$ cat src/rtl/slot_fifo_arbiter.sv
// Round-robin arbiter sharing one slot-FIFO write port among NUM_SLOTS sources.
// Define SLOT_TAG_EN to prefix each message with a {4'hA,1'b0,grant} tag byte.
module slot_fifo_arbiter #(
  parameter int NUM_SLOTS  = 4,
  parameter int BURST_LEN  = 4,
  parameter int FIFO_DEPTH = 2048,
  localparam int AW        = $clog2(FIFO_DEPTH)
) (
  input  logic                   clk,
  input  logic                   reset,
  output logic                   fifo_clk,
  output logic [7:0]             fifo_data,
  output logic                   fifo_write,
  input  logic [AW-1:0]          fifo_addr_in,
  input  logic [AW-1:0]          fifo_addr_out,
  input  logic [NUM_SLOTS-1:0]   slot_enable,
  input  logic [NUM_SLOTS-1:0]   slot_req,
  input  logic [8*NUM_SLOTS-1:0] slot_data,
  output logic [NUM_SLOTS-1:0]   slot_ack,
  output logic [2:0]             grant,
  output logic                   busy,
  output logic [15:0]            stall_count
);

`ifdef SLOT_TAG_EN
  typedef enum logic [1:0] {IDLE, HDR, BURST} state_t;
  localparam int TAG_LEN = 1;
`else
  typedef enum logic [1:0] {IDLE, BURST} state_t;
  localparam int TAG_LEN = 0;
`endif

  localparam int NEED = BURST_LEN + TAG_LEN;
  localparam int CW   = (BURST_LEN > 1) ? $clog2(BURST_LEN) : 1;

  state_t               state, state_n;
  logic [CW-1:0]        byte_cnt;
  logic [AW-1:0]        fill, free;
  logic                 space_ok;
  logic [NUM_SLOTS-1:0] eligible;
  logic                 any_elig;
  logic [2:0]           sel;
  logic [7:0]           cur_byte;
  logic                 last_byte;

  assign fifo_clk  = clk;
  assign fill      = fifo_addr_in - fifo_addr_out;
  assign free      = AW'(FIFO_DEPTH - 1) - fill;
  assign space_ok  = (free >= AW'(NEED));
  assign eligible  = slot_req & slot_enable;
  assign any_elig  = |eligible;
  assign last_byte = (byte_cnt == CW'(BURST_LEN - 1));

  // Rotating search starting just after the last grant gives round-robin fairness.
  always_comb begin
    logic [7:0] elig8;
    logic [2:0] idx;
    logic       found;
    // NOTE: every combinational output gets a default first so no path leaves it unassigned (no latch).
    sel   = grant;
    found = 1'b0;
    idx   = '0;
    elig8 = 8'(eligible);
    for (int i = 1; i <= NUM_SLOTS; i++) begin
      idx = 3'((int'(grant) + i) % NUM_SLOTS);
      if (!found && elig8[idx]) begin
        found = 1'b1;
        sel   = idx;
      end
    end
  end

  always_comb begin
    cur_byte = '0;
    for (int k = 0; k < NUM_SLOTS; k++)
      if (grant == 3'(k)) cur_byte = slot_data[8*k +: 8];
  end

  always_comb begin
    logic [7:0] ack8;
    state_n  = state;
    slot_ack = '0;
    ack8     = 8'd1 << grant;
    case (state)
      IDLE: if (any_elig && space_ok) begin
`ifdef SLOT_TAG_EN
        state_n = HDR;
`else
        state_n = BURST;
`endif
      end
`ifdef SLOT_TAG_EN
      HDR: state_n = BURST;
`endif
      BURST: begin
        slot_ack = ack8[NUM_SLOTS-1:0];
        if (last_byte) state_n = IDLE;
      end
      default: state_n = IDLE;
    endcase
  end

  // NOTE: sequential state uses non-blocking assignments so every flop samples pre-edge values.
  always_ff @(posedge clk) begin
    if (reset) begin
      state       <= IDLE;
      grant       <= 3'(NUM_SLOTS - 1);
      byte_cnt    <= '0;
      fifo_data   <= '0;
      fifo_write  <= 1'b0;
      busy        <= 1'b0;
      stall_count <= '0;
    end else begin
      state      <= state_n;
      busy       <= (state_n != IDLE);
      fifo_write <= 1'b0;
      fifo_data  <= '0;
      case (state)
        IDLE: begin
          if (any_elig && space_ok) grant <= sel;
          else if (any_elig && stall_count != 16'hFFFF) stall_count <= stall_count + 16'd1;
        end
`ifdef SLOT_TAG_EN
        HDR: begin
          fifo_write <= 1'b1;
          fifo_data  <= {4'hA, 1'b0, grant};
        end
`endif
        BURST: begin
          fifo_write <= 1'b1;
          fifo_data  <= cur_byte;
          byte_cnt   <= last_byte ? '0 : byte_cnt + CW'(1);
        end
        default: ;
      endcase
    end
  end

endmodule

$ cat config.mk
export PLATFORM = sky130hd
export DESIGN_NAME = slot_fifo_arbiter
export DESIGN_NICKNAME = d
export VERILOG_FILES = /design/src/rtl/slot_fifo_arbiter.sv
export SDC_FILE = /design/constraint.sdc
export NUM_CORES = 1
export LEC_CHECK = 0
export CORE_ASPECT_RATIO = 1.25
export CORE_UTILIZATION = 45
export CTS_BUF_LIST = sky130_fd_sc_hd__clkbuf_16
export DETAILED_ROUTE_END_ITERATION = 16
export DONT_BUFFER_PORTS = 1
export PLACE_DENSITY = 0.63
export REMOVE_ABC_BUFFERS = 1
export SKIP_LAST_GASP = 1
export SLEW_MARGIN = 10
export SYNTH_ARGS = -nofsm -noshare
export SYNTH_HDL_FRONTEND = slang
export SYNTH_SLANG_ARGS = --single-unit
export TNS_END_PERCENT = 50
$ cat constraint.sdc
create_clock -name clk -period 3.8 [get_ports clk]
set_input_delay 0.38 -clock clk [delete_from_list [all_inputs] [get_ports clk]]
set_output_delay 0.38 -clock clk [all_outputs]
set_load 0.03 [all_outputs]
### Yosys cells after proc, flatten, opt, wreduce, memory -nomap -nowiden

Cells that the tools add are included.
W data, S select, Z words.

| cells by class | value |
|---|---|
| add/subtract/negate cells | 8 |
| $mul | 0 |
| div/mod/pow operators | 0 |
| $lt $le $gt $ge | 5 |
| eq/ne operators | 6 |
| shifts and indexed selects | 1 |
| multiplexer cells | 25 |
| bitwise operators | 7 |
| reduce and logical (&&, ||, !) cells | 20 |

Operator list:

| kind | number |
|---|---|
| $mux W8 | 4 |
| $add A16 B1 Y16 const B | 1 |
| $lt A3 B4 Y1 const B | 4 |
| $ne A16 B16 Y1 const B | 1 |
| $bmux W1 S3 | 4 |
| $mux W3 | 4 |
| $ge A11 B3 Y1 const B | 1 |
| $sub A11 B11 Y11 | 1 |
| $sub A11 B11 Y11 const A | 1 |
| $reduce_or A2 Y1 | 5 |
| $mux W1 | 8 |
| $add A2 B1 Y2 const B | 3 |
| $eq A3 B2 Y1 const B | 2 |
| $mux W2 | 3 |
| $reduce_and A3 Y1 | 2 |
| $logic_and A1 B1 Y1 | 5 |
| $add A2 B2 Y2 const B | 2 |
| $and A1 B1 Y1 const A | 4 |
| $and A4 B4 Y4 | 1 |
| $mux W4 | 1 |
| $pmux W2 S2 | 1 |
| $reduce_bool A4 Y1 | 1 |
| $reduce_or A4 Y1 | 1 |
| $shl A1 B3 Y4 const A | 1 |
| other kinds (8) | 11 |

| word-level totals | value |
|---|---|
| bits in registers | 33 |
| bits in latches | 0 |
| bits in writable memories | 0 |
| memory bits (read-only) | 0 |
| bits of input ports | 64 |
| output and inout port bits | 34 |
| logic and storage cells | 79 |
| memories kept | 0 |

### Logic depth before layout (Yosys ltp)

| logic depth | value |
|---|---|
| depth after elaboration | 16 |
| mapped depth | 13 |
| depth with buffers taken out | 12 |

==> impl_metrics.json <==
{
  "status": "finished, final reports clean",
  "antenna_found_initial": 0,
  "synth.avg_cell_area_um2": 7.55,
  "drv_cap": 0,
  "grt_max_degree": 24,
  "final_area_mm2": 0.00256,
  "drt-initial-drc-count": 84,
  "leakagePower_nw": 1.02,
  "htree_num_levels": 2,
  "power_uw": 993,
  "yosys_warnings": 0,
  "final_cell_mix": "nor2_1 (48), a21oi_1 (44), dfxtp_1 (32)",
  "peakVddDrop_mv": 0.159,
  "cts_setup_buffers": 0,
  "hold_slack_ns": 0.169,
  "fin_crit_sh": 0.768,
  "io_pins": 98,
  "vias": 2204,
  "vias_per_cell": 5.91,
  "startpoint_type": "input port",
  "placed_cells": 365,
  "criticalPathCategory": "input port to flop",
  "power.density_mw_per_mm2": 388,
  "path_clk_slew_ns": 0.05,
  "cts_max_path_buffers": 2,
  "syn-cell-area_mm2": 0.00240,
  "finalNetCount": 391,
  "postSynthCellCount": 318,
  "cts_resized": 0,
  "area_growth_pct": 6.52,
  "wirelength_um": 5030,
  "initial_core_util": 0.469,
  "ys.flop_type": "dfxtp_1",
  "r2r_cells": 8,
  "drive_gt1_frac": 0.0868,
  "slew-limit-headroom": 0.572,
  "clock_latency_ns": 0.27,
  "final_common_cell": "nor2_1",
  "synth.yosys.seq_area_share": 0.267,
  "holdCritPathClass": "input port to flop",
  "cp.arrival_ns": 3.13,
  "chipHeight_um": 83.6,
  "wl_per_cell_um": 13.5,
  "place.gp.congestion": 0.785,
  "setup_viol": 0,
  "root_buffer": "clkbuf_16",
  "die_x_um": 67.3,
  "grt_pass1_vias": 1889,
  "place_hpwl_um": 3970,
  "ys_ff_latch": 32,
  "tns_ns": 0,
  "core_region_area_mm2": 0.00512,
  "cp_max_fo": 16,
  "cts-buffers-inserted": 5,
  "die-area_mm2": 0.00563,
  "cp.required_ns": 4.00,
  "route.detailed.drc": 0,
  "max_freq_mhz": 342,
  "grt_pass1_wl_um": 8330,
  "tritoncts": "done",
  "rsz0062_at_grt": "no",
  "fin_crit_ns": 2.92,
  "finalHoldViolations": 0,
  "cts_hold_buffers": 0,
  "cp-end-kind": "flop",
  "slew_viol_final": 0,
  "grt_util_all_layers": 0.187,
  "tightest_slew_ns": 0.641,
  "antenna_left": 0,
  "first_pass_iters": 4,
  "finClkSkew_ns": 0.00552,
  "async_flop_share": 0,
  "whs_path_depth": 1,
  "place_area_mm2": 0.00239,
  "port_buffers": 0,
  "yosys.cell_types.count": 59,
  "n_antenna_cell": 0,
  "finalNonFillerCells": 373,
  "std_cell_rows": 29,
  "synth-edff-count": 0,
  "grt_overflow_total": 0,
  "cts_sinks": 32
}
==> report_power, final <==
group	switching [mW]	leakage, nW	internal [mW]
clock	0.141	0.0798	0.307
sequential	0.0164	0.259	0.343
combinational	0.109	0.681	0.0774
total	0.266	1.02	0.727
==> state kept, by name, indices dropped and copies added (netlist names) <==
| name | cells |
|---|---|
| busy | 1 |
| byte_cnt | 2 |
| fifo_data | 8 |
| fifo_write | 1 |
| grant | 2 |
| stall_count | 16 |
| state | 2 |
==> synth_stat cells (all sizes together) (2+ instances only) <==
| library cell | n | area [um^2] |
|---|---|---|
| nor2 | 48 | 180 |
| a21oi | 44 | 220 |
| dfxtp | 32 | 641 |
| nand2 | 28 | 105 |
| inv | 17 | 63.8 |
| ha | 16 | 200 |
| o21ai | 16 | 83.8 |
| or3 | 14 | 87.6 |
| clkbuf | 10 | 37.5 |
| nand3 | 9 | 57.6 |
| and2 | 7 | 46.3 |
| and3 | 6 | 40.0 |
| buf | 5 | 45.0 |
| mux2i | 4 | 40.0 |
| nand4 | 4 | 25.0 |
| nor3 | 4 | 20.0 |
| xor2 | 4 | 35.0 |
| a211o | 3 | 27.5 |
| a31oi | 3 | 18.8 |
| nand2b | 3 | 21.3 |
| o21a | 3 | 22.5 |
| or2b | 3 | 25.0 |
| xnor2 | 3 | 26.3 |
| a211oi | 2 | 15.0 |
| a32o | 2 | 21.3 |
| and2b | 2 | 17.5 |
| and4 | 2 | 18.8 |
| nor2b | 2 | 12.5 |
| nor4 | 2 | 27.5 |
| o21bai | 2 | 15.0 |
| o31a | 2 | 18.8 |
==> worst paths after layout <==
check,to,from,slack [ns]
setup / recovery,stall_count[12]$_SDFFE_PP0P_,fifo_addr_in[0],0.88
hold / removal,stall_count[9]$_SDFFE_PP0P_,reset,0.17
setup reg to reg,stall_count[7]$_SDFFE_PP0P_,stall_count[4]$_SDFFE_PP0P_,1.25
hold reg to reg,byte_cnt[1]$_SDFFE_PP0P_,byte_cnt[1]$_SDFFE_PP0P_,0.48
==> critical path: stages <==
cell       delay, ns
inv_1           0.03
ha_1            0.18
inv_1           0.06
fa_1            0.43
xor2_1          0.18
o2111ai_1       0.16
a2111oi_4       0.29
o311ai_1        0.19
nor4_4          0.46
nand3_4         0.23
or3_1           0.39
a21oi_1         0.14
==> stage by stage <==
stage                util  setup slack [ns]
global placement    0.467             0.634
finish              0.500             0.880
floorplan               -             0.839
CTS                 0.500             0.858
detailed placement  0.467             0.574
global route        0.500             0.619
==> area by class of cell <==
| type | count | area, um^2 |
|---|---|---|
| tap | 62 | 77.6 |
| inverter | 17 | 63.8 |
| clock buffer | 5 | 125 |
| multi-input combinational | 254 | 1610 |
| clock inverter | 3 | 42.5 |
| sequential | 32 | 641 |
| fill | 518 | 2560 |
==> kinds of logic (layout without fill, tap and decap cells) <==
logic type,Yosys count,in the layout,share of synthesized area
other cells,1,2,0.00156
fa+ha+maj,17,17,0.0918
mux,5,5,0.0261
simple gates,135,135,0.289
xor+xnor,7,7,0.0255
buf+inv,33,25,0.0652
flops,32,32,0.267
compound gates,88,88,0.234
==> metal layers <==
metal | global-route usage | wire [um]
met4 | 0.0754 | 97
met3 | 0.0410 | 332
met2 | 0.327 | 2530
met5 | 0 | 0
met1 | 0.210 | 2070
No activity file was read; power rests on OpenSTA's default activity.
